### config.mk
export PLATFORM = sky130hd
export DESIGN_NAME = jpeg_rle_encoder
export DESIGN_NICKNAME = d
export VERILOG_FILES = /design/src/rtl/jpeg_rle_encoder.sv
export SDC_FILE = /design/constraint.sdc
export NUM_CORES = 1
export LEC_CHECK = 0
export BUFFER_PORTS_ARGS = -buffer_cell sky130_fd_sc_hd__buf_2
export CAP_MARGIN = 20
export CORE_MARGIN = 5
export CORE_UTILIZATION = 33
export CTS_BUF_LIST = sky130_fd_sc_hd__clkbuf_8
export DETAILED_ROUTE_END_ITERATION = 10
export GPL_TIMING_DRIVEN = 0
export SYNTH_ARGS = -nofsm -noshare
export SYNTH_HDL_FRONTEND = slang
export SYNTH_SLANG_ARGS = --single-unit
export TNS_END_PERCENT = 5
### constraint.sdc
create_clock -name clk -period 5.4 [get_ports clk]
set_input_delay 0.27 -clock clk [delete_from_list [all_inputs] [get_ports clk]]
set_output_delay 0.27 -clock clk [all_outputs]
set_load 0.05 [all_outputs]
### src/rtl/jpeg_rle_encoder.sv
// Streaming JPEG run-length/symbol encoder: zigzag coefficients in, DC / (run,value) / ZRL / EOB symbols out.
// A single registered output slot with ready/valid back-pressure; ZRL expansion stalls the input.
module jpeg_rle_encoder #(
  parameter int CW        = 12,
  parameter int BLOCK_LEN = 64,
  parameter int RUN_W     = 4
) (
  input  logic              clk,
  input  logic              rst,
  input  logic              in_valid,
  output logic              in_ready,
  input  logic [CW-1:0]     in_data,
  output logic              out_valid,
  input  logic              out_ready,
  output logic [RUN_W-1:0]  out_run,
  output logic [CW-1:0]     out_value,
  output logic              out_dc,
  output logic              out_zrl,
  output logic              out_eob,
  output logic              out_last
);

  localparam int IDX_W = (BLOCK_LEN > 1) ? $clog2(BLOCK_LEN) : 1;
  localparam int ZC_W  = $clog2(((BLOCK_LEN - 1) >> RUN_W) + 2);
  localparam logic [IDX_W-1:0] LAST_IDX = IDX_W'(BLOCK_LEN - 1);
  localparam logic [RUN_W-1:0] RUN_MAX  = '1;

  typedef enum logic [1:0] {ACCEPT, EMIT_ZRL, EMIT_SYM} state_t;

  state_t            state_reg, state_next;
  logic [IDX_W-1:0]  idx_reg, idx_next;
  logic [RUN_W-1:0]  zrun_reg, zrun_next;
  logic [ZC_W-1:0]   zrl_cnt_reg, zrl_cnt_next;
  logic [CW-1:0]     hold_value_reg, hold_value_next;
  logic [RUN_W-1:0]  hold_run_reg, hold_run_next;
  logic              hold_last_reg, hold_last_next;
  logic              out_valid_reg, out_valid_next;
  logic [RUN_W-1:0]  out_run_reg, out_run_next;
  logic [CW-1:0]     out_value_reg, out_value_next;
  logic              out_dc_reg, out_dc_next;
  logic              out_zrl_reg, out_zrl_next;
  logic              out_eob_reg, out_eob_next;
  logic              out_last_reg, out_last_next;
  logic              in_xfer, out_xfer, is_last;

  always_ff @(posedge clk) begin
    if (rst) begin
      state_reg      <= ACCEPT;
      idx_reg        <= '0;
      zrun_reg       <= '0;
      zrl_cnt_reg    <= '0;
      hold_value_reg <= '0;
      hold_run_reg   <= '0;
      hold_last_reg  <= 1'b0;
      out_valid_reg  <= 1'b0;
      out_run_reg    <= '0;
      out_value_reg  <= '0;
      out_dc_reg     <= 1'b0;
      out_zrl_reg    <= 1'b0;
      out_eob_reg    <= 1'b0;
      out_last_reg   <= 1'b0;
    end else begin
      state_reg      <= state_next;
      idx_reg        <= idx_next;
      zrun_reg       <= zrun_next;
      zrl_cnt_reg    <= zrl_cnt_next;
      hold_value_reg <= hold_value_next;
      hold_run_reg   <= hold_run_next;
      hold_last_reg  <= hold_last_next;
      out_valid_reg  <= out_valid_next;
      out_run_reg    <= out_run_next;
      out_value_reg  <= out_value_next;
      out_dc_reg     <= out_dc_next;
      out_zrl_reg    <= out_zrl_next;
      out_eob_reg    <= out_eob_next;
      out_last_reg   <= out_last_next;
    end
  end

  assign in_xfer  = in_valid && in_ready;
  assign out_xfer = out_valid_reg && out_ready;
  assign is_last  = (idx_reg == LAST_IDX);

  always_comb begin
    state_next      = state_reg;
    idx_next        = idx_reg;
    zrun_next       = zrun_reg;
    zrl_cnt_next    = zrl_cnt_reg;
    hold_value_next = hold_value_reg;
    hold_run_next   = hold_run_reg;
    hold_last_next  = hold_last_reg;
    out_valid_next  = out_valid_reg;
    out_run_next    = out_run_reg;
    out_value_next  = out_value_reg;
    out_dc_next     = out_dc_reg;
    out_zrl_next    = out_zrl_reg;
    out_eob_next    = out_eob_reg;
    out_last_next   = out_last_reg;
    case (state_reg)
      ACCEPT: begin
        if (out_xfer) out_valid_next = 1'b0;
        if (in_xfer) begin
          idx_next      = is_last ? '0 : idx_reg + 1'b1;
          out_run_next  = '0;
          out_value_next = in_data;
          out_dc_next   = 1'b0;
          out_zrl_next  = 1'b0;
          out_eob_next  = 1'b0;
          out_last_next = 1'b0;
          if (idx_reg == '0) begin
            out_valid_next = 1'b1;
            out_dc_next    = 1'b1;
          end else if (in_data == '0) begin
            if (zrun_reg == RUN_MAX) begin
              zrl_cnt_next = zrl_cnt_reg + 1'b1;
              zrun_next    = '0;
            end else begin
              zrun_next = zrun_reg + 1'b1;
            end
            // Trailing zeros of any length collapse into one EOB.
            if (is_last) begin
              out_valid_next = 1'b1;
              out_eob_next   = 1'b1;
              out_last_next  = 1'b1;
              zrun_next      = '0;
              zrl_cnt_next   = '0;
            end
          end else if (zrl_cnt_reg == '0) begin
            out_valid_next = 1'b1;
            out_run_next   = zrun_reg;
            out_last_next  = is_last;
            zrun_next      = '0;
          end else begin
            // Park the symbol; pending ZRLs must go out first.
            hold_value_next = in_data;
            hold_run_next   = zrun_reg;
            hold_last_next  = is_last;
            out_valid_next  = 1'b1;
            out_run_next    = RUN_MAX;
            out_value_next  = '0;
            out_zrl_next    = 1'b1;
            state_next      = EMIT_ZRL;
          end
        end
      end
      EMIT_ZRL: begin
        if (out_xfer) begin
          zrl_cnt_next = zrl_cnt_reg - 1'b1;
          if (zrl_cnt_reg == ZC_W'(1)) begin
            out_run_next   = hold_run_reg;
            out_value_next = hold_value_reg;
            out_zrl_next   = 1'b0;
            out_last_next  = hold_last_reg;
            state_next     = EMIT_SYM;
          end
        end
      end
      EMIT_SYM: begin
        if (out_xfer) begin
          out_valid_next = 1'b0;
          zrun_next      = '0;
          state_next     = ACCEPT;
        end
      end
      default: state_next = ACCEPT;
    endcase
  end

  always_comb begin
    in_ready  = !rst && (state_reg == ACCEPT) && (!out_valid_reg || out_ready);
    out_valid = out_valid_reg;
    out_run   = out_run_reg;
    out_value = out_value_reg;
    out_dc    = out_dc_reg;
    out_zrl   = out_zrl_reg;
    out_eob   = out_eob_reg;
    out_last  = out_last_reg;
  end

endmodule

==> impl_results.md <==
- Count of input and output buffers: 37
- Post-cts hold buffer count: 0
- Critical path type: flip-flop to flip-flop
- Post-route total power: 0.751 mW
- Final WL: 6720 µm
- CTS tree: built
- IO Count: 38
- Number of synthesized flops with an enable pin: 0
- Hpwl dp: 5040 µm
- Diode count: 0
- Antenna-violating nets left: 0
- Final Hold Viols: 0
- Slew headroom: 49.0%
- Largest net degree at the start of global routing: 17
- CP peak stage delay: 0.48 ns
- Crit path DAT: 2.36 ns
- Chip width: 99.7 µm
- Placer Congestion: 0.801
- Area grow syn2layout: 15.0%
- Post-route DRC: 0
- Cell Rows: 32
- Syn Inst Count: 294
- Max-cap check violation count: 0
- Final Net Count: between 300 and 400
- Buf/Inv on CP: 3
- Routed vias: 2292
- Clk sink count: 53
- Vias in the first global route: 2284
- Initial Util: between 30% and 40%
- Final setup TNS: 0 ns
- Crit path capture type: flip-flop
- Post-CTS Setup Repair Bufs: 0
- Clock Tree Buf Depth: 2
- Placed Cells: around 430
- Worst hold path type: input port to flip-flop
- Die ar.: 9940 µm²
- Seq cells post-synth: 53
- Layout cells sized above 1: 23.0%
- Inserted Clock Buffers: 5
- Initial antenna violation count: 0
- Core area: between 7000 and 8000 µm²
- Clk root buf: clkbuf_8
- WL per Instance: 15.2 µm
- Startpoint Class: flip-flop
- Post-Syn Area: 2660 µm²
- Status: complete, no violations
- CP top delay family: simple AND/OR/NAND/NOR gates
- Peak supply drop: 0.000113 V
- Skew-Pair Late Insertion Delay: 0.31 ns
- CP max-delay cell: nor2b_1
- Sequential fraction of the synthesis area: roughly two fifths
- Gates resized, CTS repair: 0
- # H-tree levels: 2
- Clock Pin Slew Worst Setup and Hold Paths: roughly 0.1 ns
- Crit path cell chain: inv_1 > ha_1 > nor2b_1 > a31oi_1 > nand3_1 > buf_4 > buf_6 > mux2i_1 > nor2_1
- Max Freq: between 400 and 500 MHz
- PwrDens: 246 nW/µm²
- Final setup fails: 0
- Critical Path RT: 5.58 ns
- Final Non-Filler Cells: 441
- First-iteration detailed-routing DRC count: roughly 130
- Ys Warns: 0
- Yosys cell types: 49
- Synth async-reset ratio: 0%
- Global-route wire length before repair: 11300 µm
- Final Cycle Share: about two fifths
- CP max FO: 10
- Synth Net Count: 317
- Worst-Margin Slew: 0.760 ns
- DRT Pass-1 Iters: 4
- Leakage: about 1.3 nW
- Global Route Usage Sum: 14.0%
- Via density: 5.20
- RSZ-0062 raised after global routing: false
- Syn Area/Cell: 9.03 µm²
- Final Critical Period: 2.18 ns
- Utilization after layout: 39.3%
- Top FF cell, synth: dfxtp_1
- Fin Clk Skew: 0.0115 ns
- GR Overflow Total: 0
- Max-slew violations: 0
- Die Height: between 90 and 100 µm
power by group:
| group | internal (mW) | leakage [nW] | switching [mW] |
|---|---|---|---|
| sequential | 0.402 | 0.431 | 0.00651 |
| clock | 0.0909 | 0.0497 | 0.133 |
| combinational | 0.0326 | 0.858 | 0.0861 |
synth_stat cells, drive strengths merged, types with 3 or more instances:
library cell	count	share of area (%)
a211oi	3	0.85
a21oi	21	4.5
a221oi	12	5.1
and3	4	0.94
buf	12	3.3
clkbuf	7	0.99
dfxtp	53	40
ha	7	3.3
inv	12	1.7
mux2i	18	6.8
nand2	15	2.1
nand2b	8	1.9
nand3	5	0.94
nor2	42	5.9
nor2b	5	1.5
nor3	18	5.1
nor4	14	4.6
o21ai	6	1.1
o2bb2ai	4	1.3
o31ai	3	0.85
cell usage in the layout (no fill, tap or decap), types with 2 or more instances in the layout:
| master | instances |
|---|---|
| nor4_2 | 3 |
| buf_6 | 4 |
| ha_1 | 7 |
| nand2b_1 | 8 |
| nor2_1 | 42 |
| mux2i_1 | 18 |
| nor2b_1 | 4 |
| o41ai_1 | 2 |
| nor4_1 | 10 |
| dfxtp_1 | 53 |
| nand4_1 | 2 |
| a211o_1 | 2 |
| clkbuf_8 | 5 |
| o31ai_1 | 3 |
| o2bb2ai_1 | 4 |
| nand2_1 | 15 |
| a21oi_1 | 19 |
| clkbuf_1 | 7 |
| a221oi_2 | 5 |
| inv_1 | 13 |
| and3_1 | 4 |
| nor3_1 | 9 |
| buf_2 | 43 |
| a21o_1 | 2 |
| o21ai_0 | 6 |
| a31oi_1 | 2 |
| a211oi_1 | 3 |
| a221oi_1 | 7 |
| nand3_1 | 5 |
| nor3_2 | 9 |
| or4_1 | 2 |
worst reg2reg max path: stages, from the launching register on:
cell and delay, ns:
dfxtp_1 0.32, inv_1 0.11, ha_1 0.15, nor2b_1 0.48
a31oi_1 0.17, nand3_1 0.13, buf_4 0.22, buf_6 0.21
mux2i_1 0.21, nor2_1 0.05
final cells by class:
| cell class | count | area [µm²] |
|---|---|---|
| fill | 809 | 4710 |
| clock inverter | 3 | 17.5 |
| inverter | 12 | 45.0 |
| multi-input combinational | 210 | 1440 |
| sequential | 53 | 1060 |
| tap | 102 | 128 |
| timing repair buffer | 37 | 185 |
| buffer | 19 | 113 |
| clock buffer | 5 | 68.8 |
layer usage:
layer	global-route usage, %	up-vias	part of all wire (%)
li1	-	1144	-
met1	17.3	1099	46
met2	24.7	42	50
met3	1.82	7	3.1
met4	5.15	0	1.7
met5	0	-	0
path summary, 6_finish.rpt:
kind                                                  start  cells after the start                          to  slack [ns]
worst max-delay path            zrl_cnt_reg[1]$_SDFFE_PP0P_                      9  hold_last_reg$_SDFFE_PP0P_        3.22
worst min-delay path                            in_data[10]                      2  out_value[10]$_SDFFE_PP0P_        0.20
worst max register to register  zrl_cnt_reg[1]$_SDFFE_PP0P_                      9  hold_last_reg$_SDFFE_PP0P_        3.22
worst min register to register         out_eob$_SDFFE_PP0P_                      2        out_eob$_SDFFE_PP0P_        0.45
cells by family after synthesis:
group           share of synthesized area, %
simple gates                            25.5
mux                                     6.79
compound gates                          17.8
flops                                   40.0
xor+xnor                               0.660
buf+inv                                 5.94
fa+ha+maj                               3.30
per-stage QoR:
step / hold WS, ns / setup slack [ns] / area [µm²]
detailed placement: 0.450 / 3.26 / 2970
global placement: 0.441 / 3.27 / 2970
CTS: 0.194 / 3.23 / 3050
finish: 0.202 / 3.22 / 3050
global route: 0.205 / 3.02 / 3050
floorplan: 0.387 / 2.92 / 2660
Note: power is estimated with default switching activity, not from simulation.
